File: src/rtl/opb_register_simulink2ppc_latch.sv
`default_nettype none
// ============================================================================
//  Module   : opb_register_simulink2ppc_latch
//  Purpose  : OPB slave carrying one 32-bit word from fabric to the PowerPC.
//             A valid strobe from fabric latches the word and sets a sticky
//             fresh flag. Words arriving while frozen are dropped and counted.
//  Ports    : OPB_Clk / OPB_Rst_n         clock, async active-low reset
//             OPB_ABus/BE/DBus/RNW/select OPB master request
//             OPB_seqAddr                 ignored
//             Sl_DBus/xferAck             read data and one-cycle acknowledge
//             Sl_errAck/retry/toutSup     tied low
//             user_data_in/user_valid     fabric word and capture strobe
//             user_fresh                  fresh flag for fabric backpressure
//  Register map (byte offset in the 256-byte window):
//             0x00 R  captured word (read-ack clears fresh)
//             0x04 R  {fresh, 15'b0, ovr_cnt[15:0]}
//             0x08 W  bus bit 0 set -> clear fresh and ovr_cnt
//  Revision : 1.0  initial release
// ============================================================================
// OPB numbers bits MSB-first (bus bit 0 = MSB). The vectors here are declared
// descending, so OPB bit n lives at index WIDTH-1-n: bus bit 0 of the data is
// OPB_DBus[31], BE[0] is OPB_BE[3], and the word index ABus[24:29] is
// OPB_ABus[7:2].
module opb_register_simulink2ppc_latch #(
  parameter logic [31:0] C_BASEADDR   = 32'h01180200,
  parameter logic [31:0] C_HIGHADDR   = 32'h011802FF,
  parameter int          C_OPB_AWIDTH = 32,
  parameter int          C_OPB_DWIDTH = 32,
  parameter bit          C_FREEZE     = 1'b1
) (
  input  logic                      OPB_Clk,
  input  logic                      OPB_Rst_n,
  input  logic [C_OPB_AWIDTH-1:0]   OPB_ABus,
  input  logic [C_OPB_DWIDTH/8-1:0] OPB_BE,
  input  logic [C_OPB_DWIDTH-1:0]   OPB_DBus,
  input  logic                      OPB_RNW,
  input  logic                      OPB_select,
  input  logic                      OPB_seqAddr,
  output logic [C_OPB_DWIDTH-1:0]   Sl_DBus,
  output logic                      Sl_xferAck,
  output logic                      Sl_errAck,
  output logic                      Sl_retry,
  output logic                      Sl_toutSup,
  input  logic [31:0]               user_data_in,
  input  logic                      user_valid,
  output logic                      user_fresh
);

  typedef enum logic [1:0] {
    S_IDLE = 2'd0,
    S_ACK  = 2'd1,
    S_WAIT = 2'd2
  } state_t;

  state_t      state;
  state_t      state_next;

  logic [31:0] data_reg;
  logic        fresh;
  logic [15:0] ovr_cnt;

  logic        hit;
  logic [5:0]  word_idx;
  logic        in_ack;
  logic        rd_ack_data;
  logic        clr_write;
  logic        slot_free;
  logic        capture;
  logic        overrun;
  logic [31:0] rdata;
  logic        unused_bits;

  assign hit      = OPB_select && (OPB_ABus >= C_BASEADDR) && (OPB_ABus <= C_HIGHADDR);
  assign word_idx = OPB_ABus[7:2];
  assign in_ack   = (state == S_ACK);

  // Bus side effects take place on the edge that ends the ACK cycle.
  assign rd_ack_data = in_ack && OPB_RNW && (word_idx == 6'd0);
  assign clr_write   = in_ack && !OPB_RNW && (word_idx == 6'd2) && OPB_BE[3] && OPB_DBus[31];

  // A read-ack of the data word or a clear both empty the slot on this very
  // edge, so a word arriving alongside is taken rather than counted as lost.
  assign slot_free = !C_FREEZE || !fresh || rd_ack_data || clr_write;
  assign capture   = user_valid && slot_free;
  // Losing an unread word counts, whether dropped (frozen) or overwritten.
  assign overrun   = user_valid && fresh && !rd_ack_data && !clr_write;

  always_ff @(posedge OPB_Clk or negedge OPB_Rst_n) begin
    if (!OPB_Rst_n) begin
      state <= S_IDLE;
    end else begin
      state <= state_next;
    end
  end

  // WAIT holds until select drops so a master holding select gets one ack.
  always_comb begin
    state_next = state;
    case (state)
      S_IDLE:  if (hit) state_next = S_ACK;
      S_ACK:   state_next = S_WAIT;
      S_WAIT:  if (!OPB_select) state_next = S_IDLE;
      default: state_next = S_IDLE;
    endcase
  end

  always_comb begin
    rdata = 32'h0;
    case (word_idx)
      6'd0:    rdata = data_reg;
      6'd1:    rdata = {fresh, 15'b0, ovr_cnt};
      default: rdata = 32'h0;
    endcase
  end

  always_ff @(posedge OPB_Clk or negedge OPB_Rst_n) begin
    if (!OPB_Rst_n) begin
      data_reg <= 32'h0;
      fresh    <= 1'b0;
      ovr_cnt  <= 16'h0;
    end else begin
      if (capture) begin
        data_reg <= user_data_in;
        fresh    <= 1'b1;
      end else if (rd_ack_data || clr_write) begin
        fresh    <= 1'b0;
      end

      if (clr_write) begin
        ovr_cnt <= 16'h0;
      end else if (overrun && (ovr_cnt != 16'hFFFF)) begin
        ovr_cnt <= ovr_cnt + 16'd1;
      end
    end
  end

  assign Sl_xferAck = in_ack;
  assign Sl_DBus    = (in_ack && OPB_RNW) ? rdata : '0;
  assign Sl_errAck  = 1'b0;
  assign Sl_retry   = 1'b0;
  assign Sl_toutSup = 1'b0;
  assign user_fresh = fresh;

  assign unused_bits = ^{OPB_ABus[1:0], OPB_BE[2:0], OPB_DBus[30:0], OPB_seqAddr};

endmodule
`default_nettype wire

File: config.mk
export PLATFORM = sky130hd
export DESIGN_NAME = opb_register_simulink2ppc_latch
export DESIGN_NICKNAME = d
export VERILOG_FILES = /design/src/rtl/opb_register_simulink2ppc_latch.sv
export SDC_FILE = /design/constraint.sdc
export NUM_CORES = 1
export LEC_CHECK = 0
export BUFFER_PORTS_ARGS = -buffer_cell sky130_fd_sc_hd__clkbuf_2
export CAP_MARGIN = 5
export CORE_MARGIN = 2
export CORE_UTILIZATION = 30
export DETAILED_ROUTE_END_ITERATION = 8
export PLACE_DENSITY = 0.57
export RECOVER_POWER = 25
export SYNTH_ARGS = -nofsm -noshare
export SYNTH_HDL_FRONTEND = slang
export SYNTH_SLANG_ARGS = --single-unit
File: constraint.sdc
create_clock -name OPB_Clk -period 2.3 [get_ports OPB_Clk]
set_input_delay 0.46 -clock OPB_Clk [delete_from_list [all_inputs] [get_ports OPB_Clk]]
set_output_delay 0.46 -clock OPB_Clk [all_outputs]
set_load 0.01 [all_outputs]
==> impl_metrics.ini, run 1 <==
[outcome]
outcome = complete, but fails checks
violations = setup timing

[sta]
fmax_mhz = 398
finalClockSkew_ns = 0.0108
tightest_slew_ns = 1.37
drv_slew = 0
holdWs_ns = 0.379
max_slew_margin_pct = 8.63
finalCriticalPeriod_ns = 2.51
hold_viol = 0
rsz0062_at_grt = true
fin_ws_ns = -0.210
finalSetupViolCount = 75
period_share_pct = 109
tns_ns = -10.10

[floorplan]
start_util_pct = 30.5
fp-row-count = 35
die_h_um = 101
core_area_um2 = 9150
die-area_um2 = 10100
die_x_um = 101
ioPinCount = 143

[global_routing]
grt_pass1_vias = 2254
grt_first_pass_wirelength_um = 11100
grt_max_degree = 26
antenna_found_initial = 0
gr-total-overflow = 0
grt.total_usage_pct = 13.6

[yosys]
ys.flop_type = dfrtp_1
ys_types = 44
yosysWarningCount = 0
synth_edf_count = 0
syn_inst = 230
ys_ff_latch = 51
netlist_area_um2 = 2800
synth_seq_area_share_pct = 45.7
async_flop_share_pct = 100
synth_area_per_cell_um2 = 12.2

[place]
dp_hpwl_um = 4990
placed_area_um2 = 3580
place_inst = 453
port_buffers = 102
globalplace.congestion = 0.750

[layout]
diodes = 0
finalNonFillerCells = 473
seq_area_um2 = 1280
drive_gt1_share_pct = 55.0
final_common_cell = clkbuf_2
nets = 468
layout_common_cells = clkbuf_2 (69), dfrtp_1 (51), mux2_4 (30)
fill_cells = 875
syn2layout_area_growth_pct = 44.2
multi_input_area_um2 = 1430
design_area_um2 = 4030
largest_register_ffs = 32

[routing]
via_per_inst = 5.02
wl_per_cell_um = 15.6
vias = 2375
dr.pass1.iters = 4
routed_wl_um = 7400
drc = 0
ant_nets = 0
drt_iter0_markers = 69

[worst_setup_path]
crit_type = flop to primary output
cp_top_family = simple AND/OR/NAND/NOR gates
cp-end-kind = primary output
cp_num_buf_inv = 3
critPathLaunchType = flop
worst_path_max_delay_cell = or4b_4
crit_fanout = 16
cp.arrival_ns = 2.05
crit_chain = or4b_4 > nor3_4 > buf_12 > buf_12 > a22o_1 > buf_6
cp.required_ns = 1.84
critical_path.most_common_cell = buf_12
slowest_delay_ns = 0.59

[clocking]
h-tree-depth = 2
clockBufferDepth = 2
cts-buffers-inserted = 5
cts_root_buf = clkbuf_8
cts_tree = built
cts_hold_buf = 0
cts_sinks = 51
clock_latency_ns = 0.30
cts.clk_slew.worst_paths_ns = 0.10

[power_and_ir_drop]
p_leak_nw = 1.94
ir_drop_uv = 206
power.density_nw_per_um2 = 477

[flow_run]
drv_cap = 0

[min_path]
hp-class = primary input to flop
==> synthesized netlist by cell type (2+ instances only) <==
library cell,n,area share [%]
a21oi_1,6,1.1
buf_2,2,0.36
nor2_1,5,0.67
nor3_1,2,0.36
o31ai_1,5,1.3
and3_1,2,0.45
o21ai_0,7,1.3
and4_1,5,1.6
nand2_1,4,0.54
clkbuf_1,6,0.81
nand4_1,7,1.6
mux2_4,30,16
nand4b_1,2,0.63
mux2_2,2,0.81
or3_1,7,1.6
a22o_1,17,5.3
inv_1,2,0.27
nand3_1,10,1.8
o211ai_1,4,1.1
dfrtp_1,51,46
buf_4,5,1.3
and2_1,15,3.4
nand3b_1,2,0.54
nand2b_1,4,0.90
nor4b_1,5,1.6
buf_12,4,2.9
nor4_1,2,0.45
==> power by group <==
group | switching, mW | internal [mW] | leakage (nW) | total, mW
registers | 0.0967 | 1.00 | 0.649 | 1.10
logic | 0.116 | 0.195 | 1.25 | 0.311
clock network | 0.299 | 0.213 | 0.0412 | 0.513
total | 0.512 | 1.41 | 1.94 | 1.92
==> timing repair <==
| action | 4_1_cts | 5_1_grt |
|---|---|---|
| endpoints found under the setup margin | 32 | 68 |
| resized for setup | 2 | 66 |
| gates cloned | 1 | 5 |
| pin swaps | 1 | 15 |
| buffers inserted | 3 | 3 |
==> cells by family (layout without fill, tap and decap cells) <==
logic type	count (synthesis)	count (layout)	share of synthesized area [%]
other	1	3	0.134
xor gates and xnor gates	2	2	0.627
AOI/OAI and AO/OA	44	44	11.9
muxes	32	32	16.9
adders and majority gates	1	1	0.448
and+or+nand+nor	80	80	18.7
buffers and inverters	19	149	5.64
DFF	51	51	45.7
==> worst register-to-register path, cell delays in order, from the launching register on <==
cell	delay, ns
dfrtp_1	0.40
or4b_4	0.59
buf_4	0.16
buf_6	0.11
a211o_4	0.29
nand2_4	0.08
and2_4	0.24
clkbuf_16	0.19
mux2_4	0.30
==> per-layer routing <==
layer | wire length (µm) | part of all wire, % | global-route usage [%]
met5 | 0 | 0 | 0
met4 | 12 | 0.16 | 1.58
met3 | 369 | 5.0 | 2.57
met2 | 3570 | 48 | 23.0
met1 | 3440 | 47 | 18.8
==> metrics by stage <==
stage / util [%] / power [mW] / worst slack [ns]
after floorplan: - / 1.26 / -0.00335
after global placement: 39.1 / 1.40 / -0.0354
after detailed placement: 39.1 / 1.41 / -0.0472
after CTS: 40.7 / 1.93 / -0.237
after global routing: 44.0 / 2.03 / -0.297
final: 44.0 / 1.92 / -0.210
==> layout make-up <==
cell class	count	area share, %
clock inverter	2	0.310
sequential	51	31.7
multi-input combinational	162	35.5
inverter	2	0.186
clock buffer	6	1.80
timing repair buffer	139	27.1
tap	111	3.45
==> final timing paths <==
kind                                endpoint             start  slack (ns)  cells past startpoint
max in group asynchronous        data_reg[7]         OPB_Rst_n        0.94                      2
worst min register to register  data_reg[28]      data_reg[28]        0.51                      1
worst min-delay path            data_reg[16]  user_data_in[16]        0.38                      2
worst max-delay path             Sl_DBus[31]          state[1]       -0.21                      6
worst max register to register  data_reg[17]          state[1]       -0.15                      8
min in group asynchronous       data_reg[19]         OPB_Rst_n        0.45                      1
No activity file was read; power rests on OpenSTA's default activity.
==> run 2: changes to the inputs <==
Settings changed: ABC_AREA set to 1, GPL_TIMING_DRIVEN set to 0, PLACE_DENSITY 0.57 to 0.55.
==> impl_metrics.ini, run 2 <==
[outcome]
outcome = finished clean

[global_routing]
gr-total-overflow = 0
grt.total_usage_pct = 16.2
grt_max_degree = 36
grt_first_pass_wirelength_um = 15100
antenna_found_initial = 0
grt_pass1_vias = 3211

[sta]
finalClockSkew_ns = 0.00717
finalCriticalPeriod_ns = 2.16
drv_slew = 0
tightest_slew_ns = 0.937
finalSetupViolCount = 0
fmax_mhz = 462
hold_viol = 0
holdWs_ns = 0.246
period_share_pct = 94.0
fin_ws_ns = 0.137
rsz0062_at_grt = false
max_slew_margin_pct = 37.6

[clocking]
cts.clk_slew.worst_paths_ns = 0.10
clock_latency_ns = 0.32
cts_tree = built
cts_sinks = 51
clockBufferDepth = 2
cts_root_buf = clkbuf_8
cts-buffers-inserted = 5
h-tree-depth = 2

[routing]
dr.pass1.iters = 4
wl_per_cell_um = 12.4
vias = 3239
ant_nets = 0
drc = 0
drt_iter0_markers = 169
routed_wl_um = 8790
via_per_inst = 4.58

[yosys]
synth_top_area_share_pct = 39.8
synth_top_cell_by_area = dfrtp_1
yosysMostFrequentCell = nand2_1
ys_types = 30
ys.flop_type = dfrtp_1
yosysWarningCount = 0
syn_inst = 455
synth_seq_area_share_pct = 39.8
yosys-top-cells-area = dfrtp_1 (40%), nand2_1 (14%), nand3_1 (9.4%)
synth_edf_count = 0
synth_area_per_cell_um2 = 7.04
async_flop_share_pct = 100
netlist_area_um2 = 3200
ys_ff_latch = 51
synth_common_cells = nand2_1 (122), nand3_1 (60), inv_1 (59), dfrtp_1 (51), nor2_1 (51)

[min_path]
hp-class = primary input to asynchronous set/reset pin

[layout]
diodes = 0
layout_common_cells = nand2_1 (122), clkbuf_2 (100), inv_1 (59), nand3_1 (59), dfrtp_1 (51)
largest_register_ffs = 32
nets = 677
drive_gt1_share_pct = 27.7
fin_util_pct = 39.3
final_common_cell = nand2_1
syn2layout_area_growth_pct = 27.3
finalNonFillerCells = 707

[floorplan]
ioPinCount = 143
die-area_um2 = 11500
die_h_um = 107
fp-row-count = 37
start_util_pct = 30.9
die_x_um = 107
core_area_um2 = 10400

[worst_setup_path]
cp.arrival_ns = 1.70
critPathLaunchType = flop
crit_fanout = 10
cp.required_ns = 1.84
cp-end-kind = primary output
crit_type = flop to primary output

[place]
globalplace.congestion = 0.813
place_inst = 695
dp_hpwl_um = 6800
port_buffers = 101
dp_slack_ns = -0.116

[power_and_ir_drop]
power.total_mw = 1.87
p_leak_nw = 2.05
ir_drop_uv = 229
power.density_nw_per_um2 = 458

[flow_run]
drv_cap = 0
==> run 2: changes by cell type in the layout (fill, tap and decap cells not counted), moves of 18 or more <==
| cell | before | now |
|---|---|---|
| clkbuf_2 | 69 | 100 |
| inv_1 | 2 | 59 |
| mux2_4 | 30 | 0 |
| nand2_1 | 4 | 122 |
| nand3_1 | 10 | 59 |
| nor2_1 | 5 | 50 |
| o21ai_1 | 1 | 19 |
==> run 2: repair_timing <==
action / in CTS / in global routing
setup endpoints to repair: 30 / 30
pin swaps: 0 / 1
hold buffers: 0 / 0
buffers inserted: 2 / 2
resized for setup: 12 / 15
==> run 2: area by class of cell <==
type	count	area, µm²
Fill cell	1128	6290
Multi-Input combinational cell	320	1570
Sequential cell	51	1280
Timing Repair Buffer	106	539
Inverter	63	241
Buffer	23	188
Tap cell	136	170
Clock buffer	6	72.6
Clock inverter	2	16.3
==> run 2: kinds of logic (layout without fill, tap and decap cells) <==
group	count (synthesis)	count (layout)	synth area share, %
adders and majority gates	1	1	0.390
xor gates and xnor gates	3	3	0.820
AOI/OAI and AO/OA	39	39	7.58
other	1	3	0.117
and+or+nand+nor	274	274	38.7
DFF	51	51	39.8
buffers and inverters	86	200	12.6
==> run 2: where the power goes <==
group,internal [mW],switching [mW]
registers,0.941,0.0664
clock network,0.220,0.337
logic,0.128,0.177
==> run 2: layer usage <==
| layer | vias to the layer above | global-route usage (%) | wire (µm) |
|---|---|---|---|
| met3 | 10 | 2.30 | 408 |
| met4 | 0 | 4.03 | 100 |
| met1 | 1473 | 22.0 | 4020 |
| li1 | 1680 | - | - |
| met2 | 76 | 27.2 | 4260 |
| met5 | - | 0 | 0 |
==> run 2: worst paths after layout <==
path                                end  slack (ns)             start  cells past startpoint
max                         Sl_DBus[26]        0.14          state[1]                      7
min                            state[1]        0.25         OPB_Rst_n                      1
max reg2reg                 ovr_cnt[14]        0.48        ovr_cnt[1]                      9
min reg2reg                data_reg[10]        0.48      data_reg[10]                      2
max in group asynchronous  data_reg[10]        0.65         OPB_Rst_n                      2
min in group OPB_Clk       data_reg[21]        0.36  user_data_in[21]                      3
==> run 2: worst max-delay path, stage by stage, from the launching register on <==
cell,delay [ns]
dfrtp_1,0.42
nor2_4,0.16
nand2_4,0.09
clkinv_4,0.10
nand3_4,0.11
buf_2,0.21
nor2_1,0.13
clkbuf_2,0.15
==> run 2: stage by stage <==
stage / cell area [µm²] / TNS [ns]
global placement: 3890 / -0.397
detailed placement: 3910 / -0.692
CTS: 4040 / 0
global route: 4080 / 0
floorplan: 3210 / 0
finish: 4080 / 0
==> run 3: changes to the inputs <==
Settings changed: CORE_UTILIZATION 30 to 48, PLACE_DENSITY 0.55 to 0.79.
Clock period 2.3 ns to 2 ns, I/O delays scaled along.
==> impl_metrics.ini, run 3 (synthesis results as in run 2) <==
[outcome]
outcome = complete, but fails checks
violations = setup timing

[global_routing]
grt_first_pass_wirelength_um = 14000
grt_max_degree = 52
grt_pass1_vias = 3207
antenna_found_initial = 0
gr-total-overflow = 0
grt.total_usage_pct = 23.4

[power_and_ir_drop]
power.density_nw_per_um2 = 525
ir_drop_uv = 454
p_leak_nw = 2.11

[worst_setup_path]
cp.arrival_ns = 1.64
r2r_setup_slack_ns = 0.19
worst_path_max_delay_cell = dfrtp_1
reg2reg_depth = 9
cp.required_ns = 1.60
timing.rr.end = ovr_cnt[5]
crit_chain = inv_2 > nor2_4 > nand2_4 > inv_4 > clkbuf_2 > nand3_1 > o21ai_2 > buf_2
cp_num_buf_inv = 4
slowest_delay_ns = 0.37
crit_type = flop to primary output
crit_fanout = 10
cp_top_family = buffers and inverters
cp-end-kind = primary output
reg2reg_from = ovr_cnt[0]
critPathLaunchType = flop

[place]
dp_hpwl_um = 6070
globalplace.congestion = 0.875
port_buffers = 101
place_inst = 635

[layout]
nets = 681
syn2layout_area_growth_pct = 28.4
layout_common_cells = nand2_1 (121), clkbuf_2 (92), inv_1 (59), nand3_1 (59), dfrtp_1 (51)
fill_cells = 549
final_common_cell = nand2_1
multi_input_area_um2 = 1620
diodes = 0
fin_util_pct = 64.4
largest_register_ffs = 32
finalNonFillerCells = 652
seq_area_um2 = 1280
drive_gt1_share_pct = 29.9

[sta]
finalCriticalPeriod_ns = 2.04
fin_ws_ns = -0.0364
drv_slew = 0
finalClockSkew_ns = 0.00574
holdWs_ns = 0.173
max_slew_margin_pct = 39.8
hold_viol = 0
period_share_pct = 102
tightest_slew_ns = 0.902
fmax_mhz = 491
rsz0062_at_grt = true
finalSetupViolCount = 4

[routing]
drt_iter0_markers = 205
vias = 3339
via_per_inst = 5.12
routed_wl_um = 8380
drc = 0
dr.pass1.iters = 5
wl_per_cell_um = 12.8
ant_nets = 0

[floorplan]
die_x_um = 85.7
start_util_pct = 50.2
fp-row-count = 29
ioPinCount = 143
die-area_um2 = 7350
die_h_um = 85.7
core_area_um2 = 6390

[clocking]
clock_latency_ns = 0.31
clockBufferDepth = 2
h-tree-depth = 2
cts_sinks = 51
cts-buffers-inserted = 5
cts_tree = built
cts_root_buf = clkbuf_8
cts.clk_slew.worst_paths_ns = 0.10

[flow_run]
drv_cap = 0

[min_path]
hp-class = primary input to asynchronous set/reset pin
[run 3: per-layer routing]
layer  GRT usage [%]  part of all wire, %  up-vias
met1            27.8                   41     1506
met5               0                    0        -
li1                -                    -     1687
met4            7.94                  2.4        0
met2            42.0                   51      125
met3            4.81                  6.4       21
[run 3: worst max-delay path by stage]
stage	slack (ns)	to	cells past startpoint	from
finish	-0.04	Sl_DBus[9]	8	state[0]
global route	-0.11	Sl_DBus[9]	8	state[0]
global placement	-0.15	Sl_DBus[7]	8	OPB_ABus[5]
floorplan	0.22	Sl_DBus[10]	6	state[1]
CTS	-0.007	Sl_DBus[4]	8	state[0]
detailed placement	-0.18	Sl_DBus[10]	8	OPB_ABus[5]
[run 3: layout make-up]
cell class              instances  share of cell area [%]
inverters                      63                    5.81
multi-input cells             320                    39.3
clock buffers                   6                    2.01
flip-flops and latches         51                    31.0
repair buffers                110                    14.3
plain buffers                  23                    4.80
well taps                      77                    2.34
clock inverters                 2                   0.395
[run 3: repair_timing]
action | in CTS | in global routing
pin swaps | 2 | 1
setup endpoints to repair | 32 | 32
cloned | 1 | 0
setup buffers | 6 | 1
resized for setup | 24 | 27
hold buffers | 0 | 0
[run 3: worst register-to-register path, cell delays in order, from the launching register on]
cell and delay, ns:
dfrtp_1 0.46, ha_1 0.29, nand3_2 0.15, inv_1 0.14
nand2_2 0.08, nor2_4 0.15, buf_6 0.15, inv_2 0.10
nand4_1 0.11, o21ai_1 0.07
[run 3: stage by stage]
stage / total power, mW / setup TNS (ns) / area [µm²] / worst slack (ns)
3_3_place_gp: 1.50 / -1.27 / 3810 / -0.153
3_5_place_dp: 1.52 / -1.46 / 3810 / -0.181
2_1_floorplan: 1.37 / 0 / 3210 / 0.220
5_1_grt: 2.26 / -2.01 / 4120 / -0.109
4_1_cts: 2.16 / -0.0203 / 4040 / -0.00696
6_report: 2.16 / -0.0847 / 4120 / -0.0364
[run 3: where the power goes]
group,internal (mW),switching [mW],total (mW)
Sequential,1.08,0.0772,1.16
Clock,0.283,0.369,0.653
Combinational,0.148,0.203,0.351
